==> config.mk <==
export PLATFORM = sky130hd
export DESIGN_NAME = chain_dp_sched
export DESIGN_NICKNAME = d
export VERILOG_FILES = /design/src/rtl/chain_pkg.sv /design/src/rtl/chain_pair_gen.sv /design/src/rtl/chain_dp_sched.sv
export SDC_FILE = /design/constraint.sdc
export NUM_CORES = 1
export LEC_CHECK = 0
export ABC_AREA = 1
export BUFFER_PORTS_ARGS = -buffer_cell sky130_fd_sc_hd__buf_2
export CAP_MARGIN = 20
export CORE_MARGIN = 1.5
export CORE_UTILIZATION = 30
export DETAILED_ROUTE_END_ITERATION = 10
export SYNTH_ARGS = -nofsm -noshare
export SYNTH_HDL_FRONTEND = slang
export SYNTH_SLANG_ARGS = --single-unit
==> constraint.sdc <==
create_clock -name clk -period 13.4 [get_ports clk]
set_input_delay 2.01 -clock clk [delete_from_list [all_inputs] [get_ports clk]]
set_output_delay 2.01 -clock clk [all_outputs]
set_load 0.01 [all_outputs]
==> src/rtl/chain_pkg.sv <==
// Shared chaining types and defaults: anchor record layout, FSM state encoding
// and the default chaining limits used by the scheduler.
package chain_pkg;

  localparam int INT32_WIDTH = 32;
  localparam int MAX_ANCHORS = 65536;

  localparam int DEF_MAX_DIST_X = 5000;
  localparam int DEF_MAX_DIST_Y = 5000;
  localparam int DEF_MAX_ITER   = 50;

  typedef logic signed [INT32_WIDTH-1:0] loc_t;
  typedef logic        [INT32_WIDTH-1:0] tag_t;

  typedef struct packed {
    tag_t tag;
    loc_t x;
  } anchor_t;

  typedef enum logic [2:0] {
    S_IDLE,
    S_LOAD_I,
    S_ADV_ST,
    S_ISSUE,
    S_WAIT_ROW,
    S_FIN
  } state_t;

endpackage

==> src/rtl/chain_pair_gen.sv <==
// Predecessor pair generator for one row: counts j down from i-1 to
// lo = max(st, i-max_iter), or emits a single empty beat when the window is empty.
module chain_pair_gen #(
  parameter int IDX_W = 32
) (
  input  logic             clk,
  input  logic             rst,
  input  logic             i_load,
  input  logic [IDX_W-1:0] i_i,
  input  logic [IDX_W-1:0] i_st,
  input  logic [IDX_W-1:0] i_max_iter,
  input  logic             i_ready,
  output logic             o_valid,
  output logic [IDX_W-1:0] o_i,
  output logic [IDX_W-1:0] o_j,
  output logic             o_last,
  output logic             o_empty,
  output logic             o_fire_last
);

  logic             r_valid;
  logic [IDX_W-1:0] r_i;
  logic [IDX_W-1:0] r_j;
  logic [IDX_W-1:0] r_lo;
  logic             r_last;
  logic             r_empty;

  logic [IDX_W-1:0] w_span;
  logic [IDX_W-1:0] w_lo;
  logic             w_empty;
  logic             w_fire;

  // Comparing max_iter against the window size avoids a negative i-max_iter.
  assign w_span  = i_i - i_st;
  assign w_lo    = (i_max_iter >= w_span) ? i_st : (i_i - i_max_iter);
  assign w_empty = (i_st == i_i) || (i_max_iter == '0);
  assign w_fire  = r_valid && i_ready;

  always_ff @(posedge clk) begin
    if (rst) begin
      r_valid <= 1'b0;
      r_i     <= '0;
      r_j     <= '0;
      r_lo    <= '0;
      r_last  <= 1'b0;
      r_empty <= 1'b0;
    end else if (i_load) begin
      r_valid <= 1'b1;
      r_i     <= i_i;
      r_lo    <= w_lo;
      if (w_empty) begin
        r_j     <= '0;
        r_last  <= 1'b1;
        r_empty <= 1'b1;
      end else begin
        r_j     <= i_i - IDX_W'(1);
        r_last  <= ((i_i - IDX_W'(1)) == w_lo);
        r_empty <= 1'b0;
      end
    end else if (w_fire) begin
      if (r_last) begin
        r_valid <= 1'b0;
      end else begin
        r_j    <= r_j - IDX_W'(1);
        r_last <= ((r_j - IDX_W'(1)) == r_lo);
      end
    end
  end

  assign o_valid     = r_valid;
  assign o_i         = r_i;
  assign o_j         = r_j;
  assign o_last      = r_last;
  assign o_empty     = r_empty;
  assign o_fire_last = w_fire && r_last;

endmodule

==> src/rtl/chain_dp_sched.sv <==
// Chaining scheduler: walks the anchors of one read, advances the monotonic window
// start st, and hands (i, j) predecessor pairs to the scoring unit row by row.
module chain_dp_sched
  import chain_pkg::*;
#(
  parameter int IDX_W = INT32_WIDTH,
  parameter int LOC_W = INT32_WIDTH
) (
  input  logic                    clk,
  input  logic                    rst,
  input  logic                    start,
  input  logic        [IDX_W-1:0] n,
  input  logic signed [LOC_W-1:0] max_dist_x,
  input  logic        [IDX_W-1:0] max_iter,
  output logic        [IDX_W-1:0] anc_addr,
  output logic                    anc_rd,
  input  logic        [LOC_W-1:0] anc_tag,
  input  logic signed [LOC_W-1:0] anc_x,
  output logic                    pair_valid,
  input  logic                    pair_ready,
  output logic        [IDX_W-1:0] pair_i,
  output logic        [IDX_W-1:0] pair_j,
  output logic                    pair_last,
  output logic                    pair_empty,
  input  logic                    row_done,
  output logic                    busy,
  output logic                    done
);

  state_t                  r_state;
  logic                    r_phase;
  logic        [IDX_W-1:0] r_i;
  logic        [IDX_W-1:0] r_st;
  logic        [IDX_W-1:0] r_n;
  logic        [IDX_W-1:0] r_max_iter;
  logic signed [LOC_W-1:0] r_max_dist;
  logic        [LOC_W-1:0] r_tag_i;
  logic signed [LOC_W-1:0] r_x_i;
  logic                    r_anc_rd;
  logic        [IDX_W-1:0] r_anc_addr;
  logic                    r_busy;
  logic                    r_done;
  logic                    r_pg_load;
  logic                    r_row_seen;

  logic signed [LOC_W:0]   w_dx;
  logic signed [LOC_W:0]   w_max_dist;
  logic                    w_skip;
  logic                    w_last_row;
  logic                    w_fire_last;
  logic                    w_row_adv;

  // One extra bit keeps the x difference exact even at opposite coordinate extremes.
  assign w_dx       = {r_x_i[LOC_W-1], r_x_i} - {anc_x[LOC_W-1], anc_x};
  assign w_max_dist = {r_max_dist[LOC_W-1], r_max_dist};
  assign w_skip     = (anc_tag != r_tag_i) || (w_dx > w_max_dist);
  assign w_last_row = (r_i == (r_n - IDX_W'(1)));

  // A row_done latched earlier in ISSUE, or coincident with the last beat, closes the row.
  assign w_row_adv = ((r_state == S_ISSUE) && w_fire_last && (row_done || r_row_seen)) ||
                     ((r_state == S_WAIT_ROW) && row_done);

  chain_pair_gen #(
    .IDX_W(IDX_W)
  ) u_pair_gen (
    .clk        (clk),
    .rst        (rst),
    .i_load     (r_pg_load),
    .i_i        (r_i),
    .i_st       (r_st),
    .i_max_iter (r_max_iter),
    .i_ready    (pair_ready),
    .o_valid    (pair_valid),
    .o_i        (pair_i),
    .o_j        (pair_j),
    .o_last     (pair_last),
    .o_empty    (pair_empty),
    .o_fire_last(w_fire_last)
  );

  // Reads take two cycles per anchor: strobe phase, then data phase.
  always_ff @(posedge clk) begin
    if (rst) begin
      r_state    <= S_IDLE;
      r_phase    <= 1'b0;
      r_i        <= '0;
      r_st       <= '0;
      r_n        <= '0;
      r_max_iter <= '0;
      r_max_dist <= '0;
      r_tag_i    <= '0;
      r_x_i      <= '0;
      r_anc_rd   <= 1'b0;
      r_anc_addr <= '0;
      r_busy     <= 1'b0;
      r_done     <= 1'b0;
      r_pg_load  <= 1'b0;
      r_row_seen <= 1'b0;
    end else begin
      r_anc_rd  <= 1'b0;
      r_done    <= 1'b0;
      r_pg_load <= 1'b0;

      case (r_state)
        S_IDLE: begin
          if (start) begin
            r_n        <= n;
            r_max_dist <= max_dist_x;
            r_max_iter <= max_iter;
            r_i        <= '0;
            r_st       <= '0;
            r_busy     <= 1'b1;
            r_row_seen <= 1'b0;
            r_phase    <= 1'b0;
            if (n == '0) begin
              r_state <= S_FIN;
            end else begin
              r_state    <= S_LOAD_I;
              r_anc_rd   <= 1'b1;
              r_anc_addr <= '0;
            end
          end
        end

        S_LOAD_I: begin
          if (!r_phase) begin
            r_phase <= 1'b1;
          end else begin
            r_phase <= 1'b0;
            r_tag_i <= anc_tag;
            r_x_i   <= anc_x;
            if (r_st < r_i) begin
              r_state    <= S_ADV_ST;
              r_anc_rd   <= 1'b1;
              r_anc_addr <= r_st;
            end else begin
              r_state    <= S_ISSUE;
              r_pg_load  <= 1'b1;
              r_row_seen <= 1'b0;
            end
          end
        end

        S_ADV_ST: begin
          if (!r_phase) begin
            r_phase <= 1'b1;
          end else begin
            r_phase <= 1'b0;
            if (w_skip && ((r_st + IDX_W'(1)) < r_i)) begin
              r_st       <= r_st + IDX_W'(1);
              r_anc_rd   <= 1'b1;
              r_anc_addr <= r_st + IDX_W'(1);
            end else begin
              if (w_skip) begin
                r_st <= r_st + IDX_W'(1);
              end
              r_state    <= S_ISSUE;
              r_pg_load  <= 1'b1;
              r_row_seen <= 1'b0;
            end
          end
        end

        S_ISSUE: begin
          if (row_done) begin
            r_row_seen <= 1'b1;
          end
          if (w_fire_last && !(row_done || r_row_seen)) begin
            r_state <= S_WAIT_ROW;
          end
        end

        S_WAIT_ROW: begin
          r_state <= S_WAIT_ROW;
        end

        S_FIN: begin
          r_done  <= 1'b1;
          r_busy  <= 1'b0;
          r_state <= S_IDLE;
        end

        default: begin
          r_state <= S_IDLE;
        end
      endcase

      if (w_row_adv) begin
        r_row_seen <= 1'b0;
        if (w_last_row) begin
          r_state <= S_FIN;
        end else begin
          r_i        <= r_i + IDX_W'(1);
          r_state    <= S_LOAD_I;
          r_phase    <= 1'b0;
          r_anc_rd   <= 1'b1;
          r_anc_addr <= r_i + IDX_W'(1);
        end
      end
    end
  end

  assign anc_rd   = r_anc_rd;
  assign anc_addr = r_anc_addr;
  assign busy     = r_busy;
  assign done     = r_done;

endmodule

==> metrics.md <==
| Metric | Value |
|---|---|
| Synthesized area | 28850 µm² |
| IR drop worst, VDD | 0.0001635 V |
| Post-DRT Antenna Nets | 0 |
| Core Area | 95150 µm² |
| Required time worst endpoint | 13.92 ns |
| Worst Tran Pin Value | 1.101 ns |
| Clock group share of total power | 17.0% |
| Pwr/cell area | 219.1 nW/µm² |
| WL/cell | 19.02 µm |
| Final Hold Fails | 0 |
| Post-Route Utilization | 34.43% |
| Sequential share of power | 22.9% |
| Commonest non-fill, non-tap cell in the layout | nand2_1 |
| P&R area growth vs syn | 13.57% |
| Area of the multi-input gates | 18530 µm² |
| Maximum fanout along the worst path | 35 |
| GP Congestion | 0.9495 |
| HP Start | r_max_dist[2]$_SDFFE_PP0P_ |
| Max Cap Viol | 0 |
| Overall Power | 7.179 mW |
| Pins Over Slew Limit | 0 |
| Skew-Pair Late Insertion Delay | 0.61 ns |
| RSZ-0062 raised after global routing | false |
| Clock Root Buffer | clkbuf_16 |
| Die height | 313.1 µm |
| WL final | 114600 µm |
| Tcrit/Tclk final | 54.21% |
| Post-synthesis area per instance | 6.316 µm² |
| Fin nets | 5089 |
| Most frequent cell on the critical path | nand2_1 |
| DP HPWL | 89350 µm |
| Hold Path Class | reg2reg |
| Clock Skews | 0.02464 ns |
| CP max stage cell | nand3_2 |
| Slowest stage delay, CP | 0.79 ns |
| Gate power share | 60.1% |
| Die ar. | 98040 µm² |
| # IOs | 267 |
| Final hold slack | 0.4592 ns |
| Met1 Wirelength | 48710 µm |
| Post-CTS Setup Inserts | 0 |
| CTS hold repair buffers | 0 |
| Final Setup Violations | 0 |
| Routed vias/inst | 5.101 |
| Cts repair resizes | 0 |
| CTS sink count | 364 |
| Die W | 313.1 µm |
| WP buf/inv | 2 |
| Syn Inst Count | 4568 |
| Share of cells above drive strength 1 | 9.594% |
| Longest Clk Path Bufs | 3 |
| FF+latch count, synth | 364 |
| P_leak | 16.26 nW |
| CTS tree | done |
| Seq/Total Area, Yosys | 25.26% |
| Worst R2R Start | r_i[0]$_SDFF_PP0_ |
| Num CTS Buffers | 47 |
| Clk slew on worst S/H paths | 0.06 ns |
| Synth cell types | 57 |
| Crit path from | anc_x[0] |
| I/O Buffers | 266 |
| Uppermost layer routed | met5 |
| Crit path kind | in2reg |
| Wire length of the first global-routing pass | 171900 µm |
| Status | completed |
| Commonest cells after routing, fill and taps aside | nand2_1, inv_1, a21oi_1 |
| Grt ovf | 0 |
| CP Launch Type | input port |
| Crit path DAT | 7.78 ns |
| Final setup TNS | 0 ns |
| Initial cell density of the core | 30.32% |
| Async S/R FF share, synth | 0% |
| Post-synth top flop | dfxtp_1 |
| Top Family by Delay on Critical Path | simple AND/OR/NAND/NOR gates |
| NetSw | 3.658 mW |
| Slew HR | 26.51% |
| Htree depth | 2 |
| Syn Nets | 4933 |
| GRT Overall Usage | 22.66% |
| Pint | 3.521 mW |
| Largest net degree at the start of global routing | 126 |
| Fmax | 137.7 MHz |
| Total iterations of the first detailed-routing run | 8 |
| CP endpoint kind | register |
| Vias in the first global route | 28220 |
| EDFF count, synth | 0 |
| Cell row count | 113 |
| DR vias | 30740 |
| DRC viols | 0 |
| Initial DRC count | 2786 |
| Reg area | 7291 µm² |
| Minimum clock period | 7.264 ns |
| Switching share of power | 50.95% |
| Ys Warns | 0 |
| Metal2 WL | 51920 µm |
| Met3 wire length | 9244 µm |
| Initial antenna violation count | 31 |
| Fillers | 10470 |
## registers in the layout (all words and copies together), names as in the netlist, 3 cells and up
| register | flops |
|---|---|
| anc_addr | 32 |
| r_i | 32 |
| r_max_dist | 32 |
| r_max_iter | 32 |
| r_n | 32 |
| r_st | 32 |
| r_state | 3 |
| r_tag_i | 32 |
| r_x_i | 32 |
| u_pair_gen.o_i | 32 |
| u_pair_gen.o_j | 32 |
| u_pair_gen.r_lo | 32 |
## cells in the mapped netlist, drive strengths merged (10+ instances only)
master / count / area share [%]
nor4: 34 / 0.76
xor2: 186 / 5.6
nand2: 999 / 13
nor2: 483 / 6.6
xnor2: 75 / 2.3
nor3: 56 / 1.0
inv: 597 / 7.8
clkbuf: 157 / 2.0
nand3b: 26 / 0.68
o21a: 10 / 0.26
o211ai: 13 / 0.34
buf: 44 / 0.82
nand3: 268 / 4.7
a211oi: 35 / 0.91
ha: 197 / 8.5
a21oi: 461 / 8.1
a31oi: 53 / 1.1
dfxtp: 364 / 25
nand4: 98 / 2.1
o21ai: 340 / 5.9
## kinds of logic (layout without fill, tap and decap cells)
group / Yosys count / after routing / synth area share, %
AND/OR/NAND/NOR: 1987 / 1987 / 29.52
AO/OA/AOI/OAI: 955 / 955 / 17.81
buffers and inverters: 800 / 985 / 10.66
flip-flops: 364 / 364 / 25.26
XOR/XNOR: 262 / 262 / 8.002
adder cells (fa/ha/maj): 200 / 200 / 8.752
other: 0 / 8 / 0
## metal layers
| metal | GRT usage (%) | vias up |
|---|---|---|
| met5 | 0 | - |
| met4 | 8.443 | 36 |
| met3 | 4.678 | 258 |
| met2 | 37.36 | 1167 |
| met1 | 29.00 | 13940 |
| li1 | - | 15340 |
## layout make-up
type | count | area share [%]
multi-input combinational | 3404 | 56.54
sequential | 364 | 22.25
inverter | 599 | 6.885
timing repair buffer | 308 | 5.071
tap | 1265 | 4.831
clock buffer | 65 | 4.010
clock inverter | 13 | 0.3475
antenna | 8 | 0.06110
## power by group through the flow
stage	clock, mW	sequential (mW)	combinational (mW)
6_report	1.22	1.65	4.31
5_1_grt	1.30	1.67	4.84
4_1_cts	1.25	1.64	4.27
3_5_place_dp	0	1.66	4.25
3_3_place_gp	0	1.65	4.21
2_1_floorplan	0	1.59	3.10
## worst min-delay path: stages (launching register included)
cell and delay, ns:
dfxtp_1 0.29, inv_1 0.06, a21oi_1 0.05
## stage by stage
stage | instance area, µm² | cells | setup slack, ns
6_report | 32760 | 6026 | 6.136
5_1_grt | 32760 | 6024 | 5.657
4_1_cts | 32720 | 6017 | 6.208
3_5_place_dp | 31300 | 5939 | 5.565
3_3_place_gp | 31300 | 5939 | 5.691
2_1_floorplan | 28850 | 4568 | 7.303
## worst paths after layout
| path | to | slack, ns | cells past startpoint |
|---|---|---|---|
| setup / recovery | anc_addr[11]$_SDFF_PP0_ | 6.14 | 31 |
| hold / removal | r_max_dist[2]$_SDFFE_PP0P_ | 0.46 | 2 |
| setup reg to reg | u_pair_gen.o_last$_SDFFE_PP0P_ | 6.69 | 38 |
| hold reg to reg | r_max_dist[2]$_SDFFE_PP0P_ | 0.46 | 2 |
No activity file was read; power rests on OpenSTA's default activity.
